$ cat src/rtl/spi_master_pkg.sv
// Shared definitions for the Wishbone SPI master: register word indices and engine states.
// Register constants are word indices (byte offset >> 2), matching the adr[4:2] decode.
package spi_master_pkg;

    localparam logic [2:0] REG_STATUS     = 3'd0;
    localparam logic [2:0] REG_ARM        = 3'd1;
    localparam logic [2:0] REG_FROM_SLAVE = 3'd2;
    localparam logic [2:0] REG_TO_SLAVE   = 3'd3;
    localparam logic [2:0] REG_WAIT       = 3'd4;

    typedef enum logic [2:0] {
        ST_READY,
        ST_SS_SETUP,
        ST_SHIFT,
        ST_SS_HOLD,
        ST_FINISHED
    } engine_state_e;

endpackage

$ cat src/rtl/spi_shift_engine.sv
// SPI transfer engine: SCK divider, MSB-first shifters and ss_L sequencing for one WID-bit frame.
// A frame, once armed, always runs to completion; only rst aborts it.
module spi_shift_engine
    import spi_master_pkg::*;
#(
    parameter int unsigned WID             = 24,
    parameter bit          POLARITY        = 1'b0,
    parameter bit          PHASE           = 1'b1,
    parameter int unsigned CYCLE_HALF_WAIT = 1,
    parameter int unsigned SS_WAIT         = 1
) (
    input  logic           clk,
    input  logic           rst,
    input  logic           arm,
    input  logic [WID-1:0] to_slave,
    output logic           ready,
    output logic           finished,
    output logic [WID-1:0] from_slave,
    output logic           sck,
    output logic           mosi,
    input  logic           miso,
    output logic           ss_L
);

    localparam int unsigned CNT_MAX = (SS_WAIT > CYCLE_HALF_WAIT) ? SS_WAIT : CYCLE_HALF_WAIT;
    localparam int unsigned CNT_W   = (CNT_MAX > 1) ? $clog2(CNT_MAX) : 1;
    localparam int unsigned EDGES   = 2 * WID;
    localparam int unsigned EDGE_W  = $clog2(EDGES);

    engine_state_e  state_q, state_d;
    logic [CNT_W-1:0]  cnt_q, cnt_d;
    logic [EDGE_W-1:0] edge_q, edge_d;
    logic [WID-1:0] tx_q, tx_d, rx_q, rx_d, from_q, from_d;
    logic sck_q, sck_d, mosi_q, mosi_d, ss_q, ss_d;
    logic ready_q, ready_d, finished_q, finished_d;

    logic [CNT_W-1:0] cnt_lim_c;
    logic cnt_done_c, last_edge_c, shift_edge_c;

    always_comb begin
        cnt_lim_c = CNT_W'(SS_WAIT - 1);
        if (state_q == ST_SHIFT) cnt_lim_c = CNT_W'(CYCLE_HALF_WAIT - 1);
    end

    assign cnt_done_c   = (cnt_q == cnt_lim_c);
    assign last_edge_c  = (edge_q == EDGE_W'(EDGES - 1));
    // Even-numbered edges are leading; PHASE=1 shifts on them, PHASE=0 samples on them.
    assign shift_edge_c = (~edge_q[0]) == PHASE;

    always_ff @(posedge clk) begin
        if (rst) begin
            state_q    <= ST_READY;
            cnt_q      <= '0;
            edge_q     <= '0;
            tx_q       <= '0;
            rx_q       <= '0;
            from_q     <= '0;
            sck_q      <= POLARITY;
            mosi_q     <= 1'b0;
            ss_q       <= 1'b1;
            ready_q    <= 1'b1;
            finished_q <= 1'b0;
        end else begin
            state_q    <= state_d;
            cnt_q      <= cnt_d;
            edge_q     <= edge_d;
            tx_q       <= tx_d;
            rx_q       <= rx_d;
            from_q     <= from_d;
            sck_q      <= sck_d;
            mosi_q     <= mosi_d;
            ss_q       <= ss_d;
            ready_q    <= ready_d;
            finished_q <= finished_d;
        end
    end

    always_comb begin
        state_d = state_q;
        case (state_q)
            ST_READY:    if (arm) state_d = ST_SS_SETUP;
            ST_SS_SETUP: if (cnt_done_c) state_d = ST_SHIFT;
            ST_SHIFT:    if (cnt_done_c && last_edge_c) state_d = ST_SS_HOLD;
            ST_SS_HOLD:  if (cnt_done_c) state_d = ST_FINISHED;
            ST_FINISHED: if (!arm) state_d = ST_READY;
            default:     state_d = ST_READY;
        endcase
    end

    always_comb begin
        cnt_d      = cnt_q;
        edge_d     = edge_q;
        tx_d       = tx_q;
        rx_d       = rx_q;
        from_d     = from_q;
        sck_d      = sck_q;
        mosi_d     = mosi_q;
        ss_d       = ss_q;
        ready_d    = ready_q;
        finished_d = finished_q;
        case (state_q)
            ST_READY: begin
                if (arm) begin
                    cnt_d   = '0;
                    edge_d  = '0;
                    rx_d    = '0;
                    ss_d    = 1'b0;
                    ready_d = 1'b0;
                    // PHASE=0 presents the MSB before the first edge.
                    if (PHASE) begin
                        tx_d = to_slave;
                    end else begin
                        tx_d   = {to_slave[WID-2:0], 1'b0};
                        mosi_d = to_slave[WID-1];
                    end
                end
            end
            ST_SS_SETUP: cnt_d = cnt_done_c ? '0 : cnt_q + CNT_W'(1);
            ST_SHIFT: begin
                cnt_d = cnt_done_c ? '0 : cnt_q + CNT_W'(1);
                if (cnt_done_c) begin
                    sck_d  = ~sck_q;
                    edge_d = edge_q + EDGE_W'(1);
                    if (shift_edge_c) begin
                        mosi_d = tx_q[WID-1];
                        tx_d   = {tx_q[WID-2:0], 1'b0};
                    end else begin
                        rx_d = {rx_q[WID-2:0], miso};
                    end
                end
            end
            ST_SS_HOLD: begin
                cnt_d = cnt_done_c ? '0 : cnt_q + CNT_W'(1);
                if (cnt_done_c) begin
                    ss_d       = 1'b1;
                    from_d     = rx_q;
                    finished_d = 1'b1;
                end
            end
            ST_FINISHED: begin
                if (!arm) begin
                    finished_d = 1'b0;
                    ready_d    = 1'b1;
                end
            end
            default: ;
        endcase
    end

    assign ready      = ready_q;
    assign finished   = finished_q;
    assign from_slave = from_q;
    assign sck        = sck_q;
    assign mosi       = mosi_q;
    assign ss_L       = ss_q;

endmodule

$ cat src/rtl/spi_master_wb.sv
// Wishbone classic slave front-end for the SPI engine: address decode, register file
// and the blocking status window that withholds ack until ready or finished.
module spi_master_wb
    import spi_master_pkg::*;
#(
    parameter int unsigned WID             = 24,
    parameter bit          POLARITY        = 1'b0,
    parameter bit          PHASE           = 1'b1,
    parameter int unsigned CYCLE_HALF_WAIT = 1,
    parameter int unsigned SS_WAIT         = 1
) (
    input  logic        clk,
    input  logic        rst,
    input  logic        wb_cyc,
    input  logic        wb_stb,
    input  logic        wb_we,
    input  logic [3:0]  wb_sel,
    input  logic [31:0] wb_adr,
    input  logic [31:0] wb_dat_w,
    output logic [31:0] wb_dat_r,
    output logic        wb_ack,
    output logic        sck,
    output logic        mosi,
    input  logic        miso,
    output logic        ss_L
);

    logic           ack_q, ack_d;
    logic [31:0]    dat_q, dat_d;
    logic           arm_q, arm_d;
    logic [WID-1:0] to_slave_q, to_slave_d;
    logic [WID-1:0] from_slave;
    logic           ready, finished;
    logic           req_c;
    logic [2:0]     idx_c;
    logic           unused_c;

    // Byte lanes and address/data bits outside the decoded window are don't-care.
    assign unused_c = ^{wb_sel, wb_adr, wb_dat_w};

    // A request is new only while ack is low, so a held cycle can never ack twice in a row.
    assign req_c = wb_cyc & wb_stb & ~ack_q;
    assign idx_c = wb_adr[4:2];

    always_comb begin
        ack_d      = 1'b0;
        dat_d      = '0;
        arm_d      = arm_q;
        to_slave_d = to_slave_q;
        if (req_c && ((idx_c != REG_WAIT) || ready || finished)) begin
            ack_d = 1'b1;
            if (wb_we) begin
                if (idx_c == REG_ARM)      arm_d      = wb_dat_w[0];
                if (idx_c == REG_TO_SLAVE) to_slave_d = wb_dat_w[WID-1:0];
            end
            case (idx_c)
                REG_STATUS, REG_WAIT: dat_d = {30'b0, finished, ready};
                REG_ARM:              dat_d = {31'b0, arm_q};
                REG_FROM_SLAVE:       dat_d = 32'(from_slave);
                REG_TO_SLAVE:         dat_d = 32'(to_slave_q);
                default:              dat_d = '0;
            endcase
        end
    end

    always_ff @(posedge clk) begin
        if (rst) begin
            ack_q      <= 1'b0;
            dat_q      <= '0;
            arm_q      <= 1'b0;
            to_slave_q <= '0;
        end else begin
            ack_q      <= ack_d;
            dat_q      <= dat_d;
            arm_q      <= arm_d;
            to_slave_q <= to_slave_d;
        end
    end

    assign wb_ack   = ack_q;
    assign wb_dat_r = dat_q;

    spi_shift_engine #(
        .WID             (WID),
        .POLARITY        (POLARITY),
        .PHASE           (PHASE),
        .CYCLE_HALF_WAIT (CYCLE_HALF_WAIT),
        .SS_WAIT         (SS_WAIT)
    ) u_engine (
        .clk        (clk),
        .rst        (rst),
        .arm        (arm_q),
        .to_slave   (to_slave_q),
        .ready      (ready),
        .finished   (finished),
        .from_slave (from_slave),
        .sck        (sck),
        .mosi       (mosi),
        .miso       (miso),
        .ss_L       (ss_L)
    );

endmodule
$ cat config.mk
export PLATFORM = sky130hd
export DESIGN_NAME = spi_master_wb
export DESIGN_NICKNAME = d
export VERILOG_FILES = /design/src/rtl/spi_master_pkg.sv /design/src/rtl/spi_shift_engine.sv /design/src/rtl/spi_master_wb.sv
export SDC_FILE = /design/constraint.sdc
export NUM_CORES = 1
export LEC_CHECK = 0
export CAP_MARGIN = 20
export CORE_ASPECT_RATIO = 0.5
export CORE_UTILIZATION = 35
export CTS_CLUSTER_SIZE = 16
export DETAILED_ROUTE_END_ITERATION = 16
export PLACE_DENSITY = 0.71
export SLEW_MARGIN = 20
export SYNTH_ARGS = -nofsm -noshare
export SYNTH_HDL_FRONTEND = slang
export SYNTH_HIERARCHICAL = 1
export SYNTH_SLANG_ARGS = --single-unit
export TNS_END_PERCENT = 50
$ cat constraint.sdc
create_clock -name clk -period 1.4 [get_ports clk]
set_input_delay 0.14 -clock clk [delete_from_list [all_inputs] [get_ports clk]]
set_output_delay 0.14 -clock clk [all_outputs]
set_load 0.1 [all_outputs]
==> flow_summary.yaml, run 1 <==
outcome:
  status: "finished, final reports clean"
synth:
  synth_flop_cell: "dfxtp_1"
  synth_edf_count: 0
  synth_cell_type_count: 54
  async_flop_share: 0
  yosysWarnings: 6
  avgSynthCellArea_um2: 9.74
  syn_area_um2: 5630
  ys_seq_elements: 136
  ys_seq_area_frac: 0.484
  synthCells: 578
placement:
  place_area_um2: 6950
  place.gp.congestion: 0.870
  dp_hpwl_mm: 9.77
  io_buffer_count: 60
  dpl.cell_count: 846
route:
  drt-initial-drc-count: 404
  num_vias: 4547
  drc: 0
  routed_wl_mm: 14.5
  wl_per_cell_um: 16.5
  drtPass1Iterations: 5
  wl_met1_mm: 6.61
  ant_nets: 0
  wl_met3_um: 719
  highest_layer: "met4"
  wl_met2_mm: 6.98
  via_per_inst: 5.18
critical_path:
  r2r-end: "u_engine/ready$_SDFFE_PP1P_"
  critPathKind: "register to register"
  reg2reg_from: "arm_q$_SDFFE_PP0P_"
  critPathMaxFanout: 7
  required_ns: 1.70
  critical_path_arrival_ns: 1.67
  crit_path_start_kind: "register"
  reg2reg_setup_slack_ns: 0.03
  r2r_cells: 5
  endpoint_kind: "register"
clocking:
  cts_tree: "done"
  cts_buffers: 17
  postCtsSetupBuffers: 0
  path_clk_slew_ns: 0.06
  cts_num_sinks: 136
  htreeDepth: 4
  cts-root-buf: "clkbuf_16"
  insertion_delay_ns: 0.41
  clockBufferDepth: 2
job:
  drv_cap: 0
sta:
  min_period_ns: 1.37
  holdWs_ns: 0.274
  fmax_mhz: 728
  finalSetupViolCount: 0
  finalHoldViolCount: 0
  rsz0062_at_grt: "true"
  final.setup.tns_ns: 0
  finClkSkew_ns: 0.00759
  fin_crit_sh: 0.982
  slew_violations: 0
floorplanning:
  fp.dieH_um: 91.7
  dieArea_um2: 16600
  fp.dieW_um: 181
  core_um2: 15600
  pin_count: 110
  row_count: 32
  start_util: 0.362
power:
  power.density_nw_per_um2: 1190
  fin_total_pwr_w: 0.00904
  peakVddDrop_v: 0.000930
  p_leak_nw: 2.73
cells_and_area:
  final-instance-count-excl-fill: 877
  n_fill_cell: 1353
  area_delta_synth_final_pct: 34.8
  num_antenna_cells: 0
  layout-drive-gt1-share: 0.226
  nets: 736
  fin_area_um2: 7590
min_path:
  min_path_type: "primary input to register"
  hold_start: "rst"
  holdPathStages: 3
  min_to: "to_slave_q[6]$_SDFFE_PP0P_"
global_routing:
  grt_pass1_vias: 4459
  gr-usage-all-layers: 0.178
  grt_max_degree: 41
  antenna_found_initial: 0
  grt.overflow.total: 0
  grt_pass1_wl_mm: 23.0
flip-flops by register name, indices dropped and copies added (netlist names), 3 cells and up:
register and cells:
u_engine/from_slave 24, u_engine/tx_q 24, u_engine/state_q 3, to_slave_q 24
u_engine/edge_q 6, u_engine/rx_q 24, wb_dat_r 24
power breakdown:
part,internal [W],total (W),switching (W)
sequential,0.00389,0.00390,0.0000146
combinational,0.000210,0.000518,0.000308
clock,0.00302,0.00462,0.00159
total,0.00712,0.00904,0.00192
final cells by class:
cell class                 count  area, um^2  area share
sequential                   136        2730       0.359
multi-input combinational    393        2600       0.342
clock inverter                 7         115      0.0152
timing repair buffer         112        1390       0.183
inverter                       1        3.75    0.000494
clock buffer                  24         502      0.0661
tap                          204         255      0.0336
synthesized netlist by cell type (2+ instances only):
master | count | area [um^2]
nor2_1 | 56 | 210
clkbuf_1 | 18 | 67.6
nand2_1 | 54 | 203
dfxtp_1 | 136 | 2720
a22oi_1 | 24 | 180
nor3_1 | 9 | 45.0
buf_2 | 13 | 65.1
nand4b_1 | 2 | 17.5
a22o_1 | 24 | 210
a211oi_2 | 2 | 25.0
or2_1 | 2 | 12.5
nand3_1 | 3 | 15.0
buf_12 | 2 | 40.0
o22ai_1 | 24 | 150
nor2b_1 | 3 | 18.8
a211oi_1 | 3 | 22.5
a21oi_1 | 29 | 145
nor3b_4 | 2 | 37.5
buf_1 | 2 | 7.51
o21ai_0 | 3 | 15.0
o21a_1 | 2 | 15.0
a2bb2oi_1 | 16 | 140
buf_6 | 6 | 67.6
nand2b_1 | 53 | 332
buf_4 | 14 | 105
xnor2_1 | 5 | 43.8
mux2i_1 | 25 | 250
nor3_2 | 20 | 200
cells in the final DEF (no fill, tap or decap), types with 5 or more instances in the layout:
cell,Yosys,layout
a22oi_1,24,24
a2bb2oi_1,16,16
nand2_1,54,54
nor3_1,9,9
nor3_2,20,20
conb_1,1,8
buf_4,14,42
o22ai_1,24,24
clkbuf_8,0,5
nand2b_1,53,53
clkbuf_16,0,17
xnor2_1,5,5
nor2_1,56,55
clkdlybuf4s50_1,0,31
buf_12,2,38
a21oi_1,29,28
dfxtp_1,136,134
mux2i_1,25,25
a22o_1,24,24
worst max path at each step:
stage	to	cells past startpoint	from	slack, ns
after detailed placement	wb_dat_r[11]$_SDFF_PP0_	5	wb_adr[3]	-0.20
final	u_engine/ready$_SDFFE_PP1P_	5	arm_q$_SDFFE_PP0P_	0.03
after floorplan	u_engine/rx_q[14]$_SDFFE_PP0P_	7	u_engine/state_q[0]$_SDFFE_PP0P_	-0.01
after global routing	u_engine/tx_q[3]$_SDFFE_PP0P_	5	arm_q$_SDFFE_PP0P_	-0.04
after global placement	wb_dat_r[1]$_SDFF_PP0_	5	wb_adr[2]	-0.18
after CTS	u_engine/rx_q[9]$_SDFFE_PP0P_	6	u_engine/state_q[1]$_SDFFE_PP0P_	0.02
repair_timing:
item | in CTS | in global routing
resized for setup | 2 | 4
gates cloned | 0 | 0
hold buffers | 0 | 0
setup endpoints to repair | 35 | 39
layer usage:
layer / vias up / GRT usage
met5: - / 0
met4: 0 / 0.0544
met3: 13 / 0.0429
met2: 134 / 0.293
met1: 2226 / 0.230
li1: 2174 / -
metrics by stage:
stage | utilization | setup WS (ns)
2_1_floorplan | - | -0.0127
3_3_place_gp | 0.446 | -0.182
3_5_place_dp | 0.446 | -0.203
4_1_cts | 0.486 | 0.0195
5_1_grt | 0.487 | -0.0404
6_report | 0.487 | 0.0255
cell families after synthesis:
| logic type | after synthesis | synth area share |
|---|---|---|
| other cells | 1 | 0.000666 |
| mux | 27 | 0.0484 |
| flops | 136 | 0.484 |
| xor+xnor | 6 | 0.00933 |
| fa+ha+maj | 1 | 0.00222 |
| simple gates | 217 | 0.220 |
| compound gates | 134 | 0.172 |
| buf+inv | 56 | 0.0633 |
worst max-delay path, cell delays in order, from the launching register on:
cell      delay (ns)
dfxtp_1         0.43
nand2b_1        0.20
buf_4           0.22
o21a_1          0.17
o22ai_1         0.15
nand2b_1        0.07
No activity file was read; power rests on OpenSTA's default activity.
==> run 2: changes to the inputs <==
ABC_AREA = 1   (was default)
==> flow_summary.yaml, run 2 <==
route:
  drt-initial-drc-count: 520
  num_vias: 5105
  drtPass1Iterations: 5
  wl_per_cell_um: 13.2
  routed_wl_mm: 14.0
  ant_nets: 0
  drc: 0
  via_per_inst: 4.82
synth:
  async_flop_share: 0
  ys_seq_area_frac: 0.486
  ys_seq_elements: 136
  yosysMostFrequentCell: "nand2_1"
  synth_flop_cell: "dfxtp_1"
  avgSynthCellArea_um2: 7.21
  synth_area_leader_cell: "dfxtp_1"
  yosysWarnings: 6
  syn_area_um2: 5600
  synth_edf_count: 0
  synthTopCellsByArea: "dfxtp_1 49%, nand2_1 12%, nor2_1 10%"
  synth_commonest_cells: "184 x nand2_1, 152 x nor2_1, 136 x dfxtp_1, 84 x nand3_1, 59 x inv_1"
  synthCells: 777
  synth_top_cell_area_share: 0.486
  synth_cell_type_count: 31
sta:
  finalHoldViolCount: 0
  finalSetupViolCount: 0
  fin_crit_sh: 0.948
  fmax_mhz: 753
  finClkSkew_ns: 0.0102
  slew_violations: 0
  min_period_ns: 1.33
  final.setup.tns_ns: 0
cells_and_area:
  area_delta_synth_final_pct: 33.8
  multi_input_comb_area_um2: 2370
  layout_common_cells: "184 x nand2_1, 152 x nor2_1, 132 x dfxtp_1"
  seq_area_um2: 2730
  num_antenna_cells: 0
  n_fill_cell: 1444
  final_common_cell: "nand2_1"
  layout-drive-gt1-share: 0.131
  fin_area_um2: 7490
  nets: 918
placement:
  dp_hpwl_mm: 9.44
  place.gp.congestion: 0.814
  place_area_um2: 6840
  io_buffer_count: 60
critical_path:
  cp-startpoint: "u_engine/state_q[0]$_SDFFE_PP0P_"
  critPathKind: "register to register"
  max_stage_delay_ns: 0.35
  critPathMaxFanout: 23
  critical_path_arrival_ns: 1.63
  crit_path_start_kind: "register"
  crit_chain: "inv_1 -> nand2_1 -> nor2_4 -> buf_12 -> a21oi_4 -> buf_12 -> nor2_1 -> nor2_1"
  timing.critical_path.buf_inv: 3
  reg2reg_from: "u_engine/state_q[0]$_SDFFE_PP0P_"
  endpoint_kind: "register"
  cp_top_family: "simple AND/OR/NAND/NOR gates"
  slowest_stage: "dfxtp_2"
  required_ns: 1.70
clocking:
  cts_num_sinks: 136
  cts_tree: "done"
  insertion_delay_ns: 0.42
  cts-root-buf: "clkbuf_16"
  cts_hold_buf: 0
  clockBufferDepth: 2
  htreeDepth: 4
  path_clk_slew_ns: 0.06
  cts_buffers: 17
min_path:
  min_path_type: "primary input to register"
  hold_start: "miso"
global_routing:
  grt.overflow.total: 0
  gr-usage-all-layers: 0.175
  grt_pass1_wl_mm: 23.0
  grt_max_degree: 71
  grt_pass1_vias: 4755
  antenna_found_initial: 0
floorplanning:
  dieArea_um2: 16500
  core_um2: 15500
  fp.dieH_um: 91.4
  fp.dieW_um: 181
  start_util: 0.360
  row_count: 32
  pin_count: 110
power:
  peakVddDrop_v: 0.000950
  power.density_nw_per_um2: 1350
  p_leak_nw: 3.23
outcome:
  status: "finished, final reports clean"
job:
  drv_cap: 0
## run 2: cell count changes after synthesis, moves of 25 or more
| cell | change |
|---|---|
| nand3_1 | +81 |
| inv_1 | +58 |
| nand2b_1 | -53 |
| mux2i_1 | -25 |
| nand2_1 | +130 |
| nor2_1 | +96 |
## run 2: cell type report
class	count	area share
Sequential cell	136	0.364
Multi-Input combinational cell	533	0.317
Timing Repair Buffer	91	0.174
Clock buffer	17	0.0568
Tap cell	204	0.0341
Inverter	64	0.0321
Clock inverter	14	0.0220
## run 2: logic make-up after synthesis
group                      share of synthesized area
and+or+nand+nor                                0.322
DFF                                            0.486
buffers and inverters                         0.0963
AOI/OAI and AO/OA                             0.0907
xor gates and xnor gates                     0.00156
adders and majority gates                    0.00223
other                                       0.000670
## run 2: worst paths after layout
| path | end | cells after the start | slack, ns |
|---|---|---|---|
| worst min register to register | u_engine/from_slave[15]$_SDFFE_PP0P_ | 2 | 0.47 |
| worst max-delay path | u_engine/tx_q[18]$_SDFFE_PP0P_ | 8 | 0.07 |
| worst min-delay path | u_engine/rx_q[0]$_SDFFE_PP0P_ | 3 | 0.30 |
| worst max register to register | u_engine/tx_q[18]$_SDFFE_PP0P_ | 8 | 0.07 |
## run 2: repair_timing
action	4_1_cts	5_1_grt
resized for setup	0	5
endpoints found under the setup margin	0	63
buffers inserted	0	1
## run 2: routing by layer
layer | vias to the layer above | GRT usage | wire, um
met3 | 23 | 0.0257 | 769
met5 | - | 0 | 0
met4 | 0 | 0.0734 | 229
li1 | 2579 | - | -
met1 | 2378 | 0.229 | 6450
met2 | 125 | 0.288 | 6500
## run 2: worst register-to-register path: stages, from the launching register on
cell,delay (ns)
dfxtp_2,0.35
inv_1,0.06
nand2_1,0.07
nor2_4,0.19
buf_12,0.13
a21oi_4,0.05
buf_12,0.16
nor2_1,0.14
nor2_1,0.06
## run 2: report_power, final
part,switching [W],internal [W]
Clock,0.00183,0.00266
Combinational,0.000899,0.000573
Sequential,0.0000802,0.00403
## run 2: stage by stage
step	hold WS, ns	util	worst slack [ns]	power (W)	instances
2_1_floorplan	0.209	-	0.00956	0.00512	784
3_3_place_gp	0.452	0.441	-0.134	0.00551	1026
3_5_place_dp	0.459	0.441	-0.197	0.00555	1026
4_1_cts	0.296	0.479	0.0462	0.0100	1057
5_1_grt	0.308	0.482	-0.00226	0.0105	1059
6_report	0.301	0.482	0.0723	0.0101	1059
==> run 3: changes to the inputs <==
--- a/config.mk
+++ b/config.mk
@@ -12,9 +12,8 @@
 export CTS_CLUSTER_SIZE = 16
 export DETAILED_ROUTE_END_ITERATION = 16
-export PLACE_DENSITY = 0.71
+export PLACE_DENSITY = 0.72
 export SLEW_MARGIN = 20
 export SYNTH_ARGS = -nofsm -noshare
 export SYNTH_HDL_FRONTEND = slang
-export SYNTH_HIERARCHICAL = 1
 export SYNTH_SLANG_ARGS = --single-unit
 export TNS_END_PERCENT = 50
==> constraint.sdc (replaced) <==
create_clock -name clk -period 1.4 [get_ports clk]
set_input_delay 0.28 -clock clk [delete_from_list [all_inputs] [get_ports clk]]
set_output_delay 0.28 -clock clk [all_outputs]
set_load 0.1 [all_outputs]
==> flow_summary.yaml, run 3 <==
clocking:
  htreeDepth: 4
  cts-root-buf: "clkbuf_16"
  cts_num_sinks: 136
  cts_tree: "done"
  cts_hold_buf: 0
  path_clk_slew_ns: 0.06
  clockBufferDepth: 2
  cts_buffers: 17
  insertion_delay_ns: 0.42
power:
  p_clk_frac: 0.467
  seqPwrFrac: 0.417
  internal-power_w: 0.00745
  p_leak_nw: 3.05
  p_switching_w: 0.00246
  power.density_nw_per_um2: 1360
  combPwrFrac: 0.116
  swShare: 0.249
  peakVddDrop_v: 0.00102
sta:
  slew_violations: 0
  finalSetupViolCount: 0
  holdWs_ns: 0.377
  rsz0062_at_grt: "true"
  min_period_ns: 1.38
  worst_slack_ns: 0.0184
  finClkSkew_ns: 0.00743
  finalHoldViolCount: 0
  fin_crit_sh: 0.987
  fmax_mhz: 724
synth:
  synth_top_cell_area_share: 0.517
  ys_seq_elements: 136
  synthTopCellsByArea: "dfxtp_1 52%, nor2_1 13%, nand2_1 11%"
  ys_seq_area_frac: 0.517
  synth_cell_type_count: 25
  synth_area_leader_cell: "dfxtp_1"
  yosysMostFrequentCell: "nor2_1"
  synthCells: 711
  async_flop_share: 0
  yosysWarnings: 0
  synth_edf_count: 0
  avgSynthCellArea_um2: 7.40
  synth_commonest_cells: "179 x nor2_1, 150 x nand2_1, 136 x dfxtp_1, 66 x o21ai_0, 37 x a21oi_1"
  synth_flop_cell: "dfxtp_1"
  syn_area_um2: 5260
cells_and_area:
  final-instance-count-excl-fill: 996
  final_common_cell: "nor2_1"
  fin_area_um2: 7280
  layout_common_cells: "173 x nor2_1, 149 x nand2_1, 133 x dfxtp_1"
  area_delta_synth_final_pct: 38.3
  layout-drive-gt1-share: 0.148
  nets: 861
  num_antenna_cells: 0
route:
  ant_nets: 0
  drc: 0
  drtPass1Iterations: 5
  wl_per_cell_um: 13.6
  routed_wl_mm: 13.6
  drt-initial-drc-count: 409
  num_vias: 4815
  via_per_inst: 4.83
critical_path:
  critical_path_arrival_ns: 1.74
  critPathKind: "register to register"
  cp-startpoint: "u_engine.state_q[0]$_SDFFE_PP0P_"
  reg2reg_setup_slack_ns: 0.02
  slowest_stage: "dfxtp_2"
  cp_top_family: "simple AND/OR/NAND/NOR gates"
  cp.depth: 9
  reg2reg_from: "u_engine.state_q[0]$_SDFFE_PP0P_"
  crit_path_start_kind: "register"
  required_ns: 1.75
  timing.critical_path.buf_inv: 3
  endpoint_kind: "register"
  cp-endpoint: "u_engine.tx_q[20]$_SDFFE_PP0P_"
  max_stage_delay_ns: 0.34
  crit_chain: "nor2_4 -> nand2_4 -> inv_4 -> buf_12 -> clkbuf_16 -> nand2_1 -> o21ai_0 -> nor2_1 -> nor2_1"
  critPathMaxFanout: 11
  r2r-end: "u_engine.tx_q[20]$_SDFFE_PP0P_"
  r2r_cells: 9
  crit_top_cell: "nor2_1"
global_routing:
  grt_max_degree: 63
  antenna_found_initial: 0
  gr-usage-all-layers: 0.176
  grt_pass1_vias: 4213
  grt_pass1_wl_mm: 20.9
  grt.overflow.total: 0
placement:
  dpl.cell_count: 957
  place_ws_ns: -0.373
  dp_hpwl_mm: 8.58
  io_buffer_count: 60
  place.gp.congestion: 0.838
  place_area_um2: 6500
floorplanning:
  fp.dieW_um: 175
  pin_count: 110
  fp.dieH_um: 88.7
  row_count: 31
  start_util: 0.361
  dieArea_um2: 15600
  core_um2: 14600
job:
  drv_cap: 0
outcome:
  status: "finished, final reports clean"
min_path:
  min_path_type: "primary input to register"
## run 3: changes by cell type after synthesis, moves of 2 or more
cell | previous run | this run
buf_4 | 15 | 10
nor2_1 | 152 | 179
nor2_2 | 5 | 3
o21ai_1 | 16 | 8
clkbuf_1 | 12 | 17
o21ai_0 | 11 | 66
nand3_1 | 84 | 11
a21oi_1 | 35 | 37
nand3_2 | 2 | 0
buf_2 | 16 | 19
buf_1 | 3 | 0
nand2_1 | 184 | 150
inv_1 | 59 | 33
buf_6 | 4 | 2
## run 3: final cells by class
| class | count | area [um^2] |
|---|---|---|
| fill | 1305 | 7310 |
| sequential | 136 | 2730 |
| multi-input combinational | 498 | 2210 |
| timing repair buffer | 97 | 1340 |
| clock buffer | 18 | 429 |
| tap | 198 | 248 |
| clock inverter | 13 | 180 |
| inverter | 36 | 140 |
## run 3: timing repair
action	in CTS	in global routing
pin swaps	0	4
setup endpoints to repair	39	92
resized for setup	4	19
gates cloned	0	3
setup buffers	0	5
## run 3: how the worst min path moves through the flow
stage / start / to / slack [ns] / depth (start not counted)
global route: wb_adr[2] / wb_dat_r[1]$_SDFF_PP0_ / 0.37 / 5
CTS: wb_dat_w[15] / to_slave_q[15]$_SDFFE_PP0P_ / 0.44 / 3
finish: wb_adr[2] / wb_dat_r[1]$_SDFF_PP0_ / 0.38 / 5
detailed placement: u_engine.edge_q[3]$_SDFFE_PP0P_ / u_engine.edge_q[3]$_SDFFE_PP0P_ / 0.46 / 2
global placement: u_engine.edge_q[3]$_SDFFE_PP0P_ / u_engine.edge_q[3]$_SDFFE_PP0P_ / 0.45 / 2
floorplan: wb_dat_w[0] / arm_q$_SDFFE_PP0P_ / 0.41 / 2
## run 3: power groups by stage
stage               clock [W]  combinational (W)  sequential [W]
global placement            0            0.00100         0.00420
CTS                   0.00467            0.00104         0.00412
finish                0.00463            0.00115         0.00413
global route          0.00487            0.00124         0.00414
floorplan                   0           0.000627         0.00423
detailed placement          0            0.00102         0.00420
## run 3: worst min-delay path, stage by stage
cell            delay, ns
dlymetal6s2s_1       0.16
nor2_2               0.06
buf_4                0.13
nand2_1              0.05
a21oi_1              0.06
## run 3: through the flow
| step | power (W) | utilization | setup TNS (ns) |
|---|---|---|---|
| 4_1_cts | 0.00983 | 0.489 | 0 |
| 3_3_place_gp | 0.00520 | 0.446 | -15.45 |
| 3_5_place_dp | 0.00522 | 0.446 | -18.85 |
| 6_report | 0.00991 | 0.499 | 0 |
| 2_1_floorplan | 0.00486 | - | 0 |
| 5_1_grt | 0.0103 | 0.499 | -0.119 |
## run 3: layer usage
layer / wire, um / GRT usage / vias up
li1: - / - / 2404
met1: 6390 / 0.233 / 2248
met2: 6160 / 0.281 / 143
met3: 822 / 0.0417 / 20
met4: 219 / 0.0664 / 0
met5: 0 / 0 / -
## run 3: cell families (layout without fill, tap and decap cells)
family                     after synthesis  in the layout  synth area share
AOI/OAI and AO/OA                      135            135             0.140
xor gates and xnor gates                 1              1           0.00166
adders and majority gates                1              1           0.00238
buffers and inverters                   84            164            0.0744
DFF                                    136            136             0.517
other                                    1              8          0.000713
and+or+nand+nor                        353            353             0.263
